`config.mk`:
```
export PLATFORM = sky130hd
export DESIGN_NAME = multicycle_controller
export DESIGN_NICKNAME = d
export VERILOG_FILES = /design/src/rtl/multicycle_controller_pkg.sv /design/src/rtl/multicycle_controller_alu_decoder.sv /design/src/rtl/multicycle_controller.sv
export SDC_FILE = /design/constraint.sdc
export NUM_CORES = 1
export LEC_CHECK = 0
export ABC_CLOCK_PERIOD_IN_PS = 4750
export BUFFER_PORTS_ARGS = -buffer_cell sky130_fd_sc_hd__buf_2
export CAP_MARGIN = 15
export CORE_MARGIN = 5
export CORE_UTILIZATION = 49
export CTS_CLUSTER_DIAMETER = 40
export CTS_CLUSTER_SIZE = 10
export DETAILED_ROUTE_END_ITERATION = 16
export PLACE_DENSITY = 0.83
export SLEW_MARGIN = 20
export SYNTH_ARGS = -nofsm -noshare
export SYNTH_HDL_FRONTEND = slang
export SYNTH_HIERARCHICAL = 1
export SYNTH_SLANG_ARGS = --single-unit
```
`constraint.sdc`:
```
create_clock -name clk -period 4.75 [get_ports clk]
set_input_delay 0.2375 -clock clk [delete_from_list [all_inputs] [get_ports clk]]
set_output_delay 0.2375 -clock clk [all_outputs]
set_load 0.01 [all_outputs]
```
`src/rtl/multicycle_controller_pkg.sv`:
```
// Shared encodings for the multicycle RV32I control path: opcodes, datapath
// select codes, ALU control codes and the controller state type.
package multicycle_controller_pkg;

  localparam logic [6:0] OP_LW  = 7'b0000011;
  localparam logic [6:0] OP_SW  = 7'b0100011;
  localparam logic [6:0] OP_R   = 7'b0110011;
  localparam logic [6:0] OP_I   = 7'b0010011;
  localparam logic [6:0] OP_BR  = 7'b1100011;
  localparam logic [6:0] OP_JAL = 7'b1101111;

  localparam logic [1:0] IMM_I = 2'b00;
  localparam logic [1:0] IMM_S = 2'b01;
  localparam logic [1:0] IMM_B = 2'b10;
  localparam logic [1:0] IMM_J = 2'b11;

  localparam logic [1:0] SRCA_PC    = 2'b00;
  localparam logic [1:0] SRCA_OLDPC = 2'b01;
  localparam logic [1:0] SRCA_RS1   = 2'b10;

  localparam logic [1:0] SRCB_RS2  = 2'b00;
  localparam logic [1:0] SRCB_IMM  = 2'b01;
  localparam logic [1:0] SRCB_FOUR = 2'b10;

  localparam logic [1:0] RES_ALUOUT = 2'b00;
  localparam logic [1:0] RES_RDATA  = 2'b01;
  localparam logic [1:0] RES_ALURES = 2'b10;

  localparam logic [2:0] ALU_ADD = 3'b000;
  localparam logic [2:0] ALU_SUB = 3'b001;
  localparam logic [2:0] ALU_AND = 3'b010;
  localparam logic [2:0] ALU_OR  = 3'b011;
  localparam logic [2:0] ALU_SLT = 3'b101;

  localparam logic [1:0] ALUOP_ADD   = 2'b00;
  localparam logic [1:0] ALUOP_SUB   = 2'b01;
  localparam logic [1:0] ALUOP_FUNCT = 2'b10;

  typedef enum logic [3:0] {
    S_FETCH,
    S_DECODE,
    S_MEMADR,
    S_MEMREAD,
    S_MEMWB,
    S_MEMWRITE,
    S_EXECR,
    S_EXECI,
    S_ALUWB,
    S_BRANCH,
    S_JAL,
    S_TRAP
  } state_t;

  function automatic logic [1:0] imm_src_for(input logic [6:0] op);
    case (op)
      OP_SW:   return IMM_S;
      OP_BR:   return IMM_B;
      OP_JAL:  return IMM_J;
      default: return IMM_I;
    endcase
  endfunction

endpackage

```
`src/rtl/multicycle_controller_alu_decoder.sv`:
```
// Combinational ALU control decode from the FSM's alu_op and instruction funct fields.
module alu_decoder
  import multicycle_controller_pkg::*;
(
  input  logic [1:0] i_alu_op,
  input  logic [2:0] i_funct3,
  input  logic       i_funct7_5,
  input  logic       i_op5,
  output logic [2:0] o_alu_control
);

  always_comb begin
    o_alu_control = ALU_ADD;
    case (i_alu_op)
      ALUOP_SUB: o_alu_control = ALU_SUB;
      ALUOP_FUNCT: begin
        case (i_funct3)
          // op[5] separates R-type (sub possible) from I-type (addi only)
          3'b000:  o_alu_control = (i_op5 && i_funct7_5) ? ALU_SUB : ALU_ADD;
          3'b010:  o_alu_control = ALU_SLT;
          3'b110:  o_alu_control = ALU_OR;
          3'b111:  o_alu_control = ALU_AND;
          default: o_alu_control = ALU_ADD;
        endcase
      end
      default: o_alu_control = ALU_ADD;
    endcase
  end

endmodule

```
`src/rtl/multicycle_controller.sv`:
```
// Main control FSM of the multicycle RV32I core: sequences fetch, decode,
// execute, memory and writeback, and drives datapath selects and strobes.
module multicycle_controller
  import multicycle_controller_pkg::*;
#(
  parameter bit RESET_TRAP_CLEAR = 1'b1
) (
  input  logic       clk,
  input  logic       rst,
  input  logic [6:0] op,
  input  logic [2:0] funct3,
  input  logic       funct7_5,
  input  logic       zero,
  input  logic       mem_ack,
  output logic       mem_req,
  output logic       adr_src,
  output logic       mem_write,
  output logic       ir_write,
  output logic       pc_write,
  output logic       reg_write,
  output logic [1:0] imm_src,
  output logic [1:0] alu_src_a,
  output logic [1:0] alu_src_b,
  output logic [1:0] result_src,
  output logic [2:0] alu_control,
  output logic       illegal
);

  state_t     r_state;
  state_t     w_next;
  logic       w_req, w_adr, w_mw, w_irw, w_pc_update, w_branch, w_rw, w_ill, w_taken;
  logic [1:0] w_src_a, w_src_b, w_res, w_alu_op;
  logic [2:0] w_alu_control;

  always_ff @(posedge clk or posedge rst) begin
    if (rst) begin
      r_state <= (!RESET_TRAP_CLEAR && r_state == S_TRAP) ? S_TRAP : S_FETCH;
    end else begin
      r_state <= w_next;
    end
  end

  always_comb begin
    w_next      = r_state;
    w_req       = 1'b0;
    w_adr       = 1'b0;
    w_mw        = 1'b0;
    w_irw       = 1'b0;
    w_pc_update = 1'b0;
    w_branch    = 1'b0;
    w_rw        = 1'b0;
    w_ill       = 1'b0;
    w_src_a     = SRCA_PC;
    w_src_b     = SRCB_RS2;
    w_res       = RES_ALUOUT;
    w_alu_op    = ALUOP_ADD;
    case (r_state)
      S_FETCH: begin
        w_req   = 1'b1;
        w_src_b = SRCB_FOUR;
        w_res   = RES_ALURES;
        if (mem_ack) begin
          w_irw       = 1'b1;
          w_pc_update = 1'b1;
          w_next      = S_DECODE;
        end
      end
      S_DECODE: begin
        w_src_a = SRCA_OLDPC;
        w_src_b = SRCB_IMM;
        case (op)
          OP_LW, OP_SW: w_next = S_MEMADR;
          OP_R:         w_next = S_EXECR;
          OP_I:         w_next = S_EXECI;
          OP_BR:        w_next = S_BRANCH;
          OP_JAL:       w_next = S_JAL;
          default:      w_next = S_TRAP;
        endcase
      end
      S_MEMADR: begin
        w_src_a = SRCA_RS1;
        w_src_b = SRCB_IMM;
        w_next  = (op == OP_LW) ? S_MEMREAD : S_MEMWRITE;
      end
      S_MEMREAD: begin
        w_req = 1'b1;
        w_adr = 1'b1;
        if (mem_ack) w_next = S_MEMWB;
      end
      S_MEMWB: begin
        w_res  = RES_RDATA;
        w_rw   = 1'b1;
        w_next = S_FETCH;
      end
      S_MEMWRITE: begin
        w_req = 1'b1;
        w_adr = 1'b1;
        w_mw  = 1'b1;
        if (mem_ack) w_next = S_FETCH;
      end
      S_EXECR: begin
        w_src_a  = SRCA_RS1;
        w_alu_op = ALUOP_FUNCT;
        w_next   = S_ALUWB;
      end
      S_EXECI: begin
        w_src_a  = SRCA_RS1;
        w_src_b  = SRCB_IMM;
        w_alu_op = ALUOP_FUNCT;
        w_next   = S_ALUWB;
      end
      S_ALUWB: begin
        w_rw   = 1'b1;
        w_next = S_FETCH;
      end
      S_BRANCH: begin
        w_src_a  = SRCA_RS1;
        w_alu_op = ALUOP_SUB;
        w_branch = 1'b1;
        w_next   = S_FETCH;
      end
      S_JAL: begin
        w_src_a     = SRCA_OLDPC;
        w_src_b     = SRCB_FOUR;
        w_pc_update = 1'b1;
        w_next      = S_ALUWB;
      end
      S_TRAP:  w_ill = 1'b1;
      default: w_next = S_FETCH;
    endcase
  end

  always_comb begin
    case (funct3)
      3'b000:  w_taken = zero;
      3'b001:  w_taken = ~zero;
      default: w_taken = 1'b0;
    endcase
  end

  alu_decoder u_alu_decoder (
    .i_alu_op      (w_alu_op),
    .i_funct3      (funct3),
    .i_funct7_5    (funct7_5),
    .i_op5         (op[5]),
    .o_alu_control (w_alu_control)
  );

  // Everything is forced low during reset so an aborted access emits no strobe.
  assign mem_req     = w_req & ~rst;
  assign adr_src     = w_adr & ~rst;
  assign mem_write   = w_mw & ~rst;
  assign ir_write    = w_irw & ~rst;
  assign pc_write    = (w_pc_update | (w_branch & w_taken)) & ~rst;
  assign reg_write   = w_rw & ~rst;
  assign illegal     = w_ill & ~rst;
  assign imm_src     = rst ? '0 : imm_src_for(op);
  assign alu_src_a   = rst ? '0 : w_src_a;
  assign alu_src_b   = rst ? '0 : w_src_b;
  assign result_src  = rst ? '0 : w_res;
  assign alu_control = rst ? '0 : w_alu_control;

endmodule

```
==> summary.txt <==
Outcome
  • Outcome: complete, no violations

CTS
  • CTS Buf Count: 3
  • Max Root-Sink Buffers: 2
  • CTS Hold Bufs: 0
  • Clock slew at reported path FFs: 0.04 ns
  • CTS tree: yes
  • Sink Count: 4
  • Clk root buf: clkbuf_4
  • H-tree depth: 1
  • Cts repair resizes: 0
  • Post CTS Setup Buffer Count: 0
  • Later-pin clock latency in the skew report: 0.24 ns

Synthesis
  • Top-area cell type share of the netlist area: 14.0%
  • Synthesized area per cell: 7.28 µm²
  • Syn_nets: 115
  • Mapped cell area: 713 µm²
  • Fraction of the yosys area taken by sequential cells: 14.0%
  • Count leader, synth: nor2_1
  • Synth Flop Type: dfrtp_1
  • Post-synth EDFFs: 0
  • Synth area leaders: dfrtp_1 14%, nor2_1 6.8%, nor2b_1 4.4%
  • Syn Inst Count: 98
  • Synth top cells by count: 13 x nor2_1, 7 x inv_1, 5 x a21oi_1, 5 x nor2b_1, 5 x nor3_1
  • Fraction of registers with async set/reset: 100%
  • Synth area leader: dfrtp_1
  • Synth unique cells: 46
  • Synth warnings: 6
  • #FFs+latches synth: 4

Timing
  • Setup_tns: 0 ns
  • Fin crit period: 2.52 ns
  • Peak Freq: 0.397 GHz
  • Least-Margin Pin Slew: 0.458 ns
  • Final hold viol count: 0
  • Rel. slew slack: 69.5%
  • RSZ-0062 raised after global routing: no
  • Final setup vio count: 0
  • Setup WS post-layout: 2.23 ns
  • Period utilization: 53.0%
  • Setup Skew: 0.00253 ns
  • Slew Limit Fails: 0

GRT
  • Number of global-route vias before repair: 754
  • Largest net degree at the start of global routing: 16
  • Total track usage: 19.4%
  • Total grt overflow: 0
  • Initial antenna violation count: 0
  • First-pass GRT wire length: 3220 µm

Setup path
  • Data required, critical path: 4.51 ns
  • Crit Path Class: reg -> out
  • CP peak stage delay: 0.51 ns
  • Critical Path Source Type: register
  • Arrival time at the worst endpoint: 2.28 ns
  • CP max FO: 12
  • Cell chain of the critical path: nand2b_1 -> nor2_1 -> inv_1 -> ha_1 -> nor4b_1 -> nor2b_1 -> buf_2
  • CP Capture Type: output pin
  • Slowest CP cell: dfrtp_1

Cells and area
  • Diodes inserted: 0
  • Largest Register: r_state
  • Finished Core Util: 65.9%
  • Synth-to-layout area growth: 23.3%
  • Number of flip-flops in the largest register: 4
  • Post-Layout Inst Area: 880 µm²
  • Fraction of layout cells with a size suffix above 1: 34.9%
  • Fill count: 128
  • Final net count: 145
  • Biggest regs: r_state (4)

Job
  • Max-Cap Viols: 0

Place
  • Post-Place Worst Slack: 2.51 ns
  • Detailed Place HPWL: 1600 µm
  • Port-buffer cells: 32
  • DP Area: 857 µm²
  • Gpl congestion: 0.875

Floorplan
  • Num rows: 13
  • Die height: 48.2 µm
  • Die X: 48.2 µm
  • Die area: 2320 µm²
  • Initial Util: 53.5%
  • I/O Pins: 33
  • Core Area: 1330 µm²

Power
  • Clock Power Share: 11.5%
  • Pint: 0.000177 W
  • Pwr dens: 415 nW/µm²
  • Peak supply drop: 0.202 mV
  • Comb pwr share: 62.7%
  • Overall power: 0.000365 W
  • Sw Share: 51.5%
  • Sw Pwr: 0.000188 W
  • Sequential share of power: 25.7%
  • LEAKAGE: 0.405 nW

Drt
  • Vias/cell: 6.01
  • DRC errors left: 0
  • Drt pass-1 iters: 4
  • Routed wire per std cell: 14.3 µm
  • Iteration-0 DRC Markers: 37
  • Total Routed Length: 2010 µm
  • Final ANT Viol Nets: 0
  • Vias: 848

Min path
  • Hold/Removal Path Class: in -> async
==> kinds of logic (layout without fill, tap and decap cells) <==
kind of cell,Yosys count,in the layout,share of synthesized area [%]
buf+inv,14,42,8.60
fa+ha+maj,2,2,3.51
simple gates,48,48,40.9
mux,1,1,1.40
compound gates,26,26,27.9
xor+xnor,3,3,3.68
flops,4,4,14.0
==> critical path: cells and delay by family, from the launching register on <==
| family | cells | cell delay, ns |
|---|---|---|
| adders and majority gates | 1 | 0.34 |
| buffers and inverters | 2 | 0.20 |
| DFF | 1 | 0.51 |
| and+or+nand+nor | 4 | 0.99 |
==> cells in the final DEF (no fill, tap or decap), types with 2 or more instances in the layout <==
cell and n:
nor4_1 2, nor3_1 5, o211ai_1 2, nand2b_1 3, xnor2_1 2, nand2_1 4, a21oi_1 5, o21ai_0 4
ha_1 2, buf_2 32, inv_1 7, nor2b_1 5, nor4b_1 3, dfrtp_1 4, nor2_1 13, clkbuf_4 3
a211oi_1 2
==> path summary, 6_finish.rpt <==
| check | startpoint | end | slack, ns | depth (start not counted) |
|---|---|---|---|---|
| max | r_state[1] | alu_control[2] | 2.23 | 7 |
| min | rst | r_state[1] | 0.03 | 2 |
| max reg2reg | r_state[1] | r_state[1] | 3.13 | 4 |
| min reg2reg | r_state[2] | r_state[1] | 0.79 | 1 |
| max in group asynchronous | rst | r_state[3] | 4.51 | 2 |
| min in group clk | mem_ack | r_state[2] | 0.38 | 3 |
==> power groups by stage <==
stage          clock [W]  sequential [W]  combinational [W]
2_1_floorplan          0       0.0000570           0.000208
3_3_place_gp           0       0.0000912           0.000223
3_5_place_dp           0       0.0000937           0.000228
4_1_cts        0.0000433       0.0000939           0.000229
5_1_grt        0.0000467       0.0000983           0.000255
6_report       0.0000420       0.0000938           0.000229
==> metrics by stage <==
step	cells	hold WS, ns
global placement	138	0.267
finish	141	0.0274
CTS	141	0.0283
global route	141	0.0480
detailed placement	138	0.274
floorplan	98	0.0286
==> final cells by class <==
class	count	area (µm²)	share of cell area (%)
Sequential cell	4	100	11.4
Multi-Input combinational cell	80	552	62.7
Tap cell	15	18.8	2.13
Clock buffer	3	22.5	2.56
Timing Repair Buffer	32	160	18.2
Inverter	7	26.3	2.99
==> per-layer routing <==
layer	GRT usage, %	vias to the layer above	share of wire (%)
met5	0	-	0
met4	6.45	0	1.2
met3	2.58	4	9.6
met2	33.9	46	52
met1	24.2	382	37
li1	-	416	-
No activity file was read; power rests on OpenSTA's default activity.
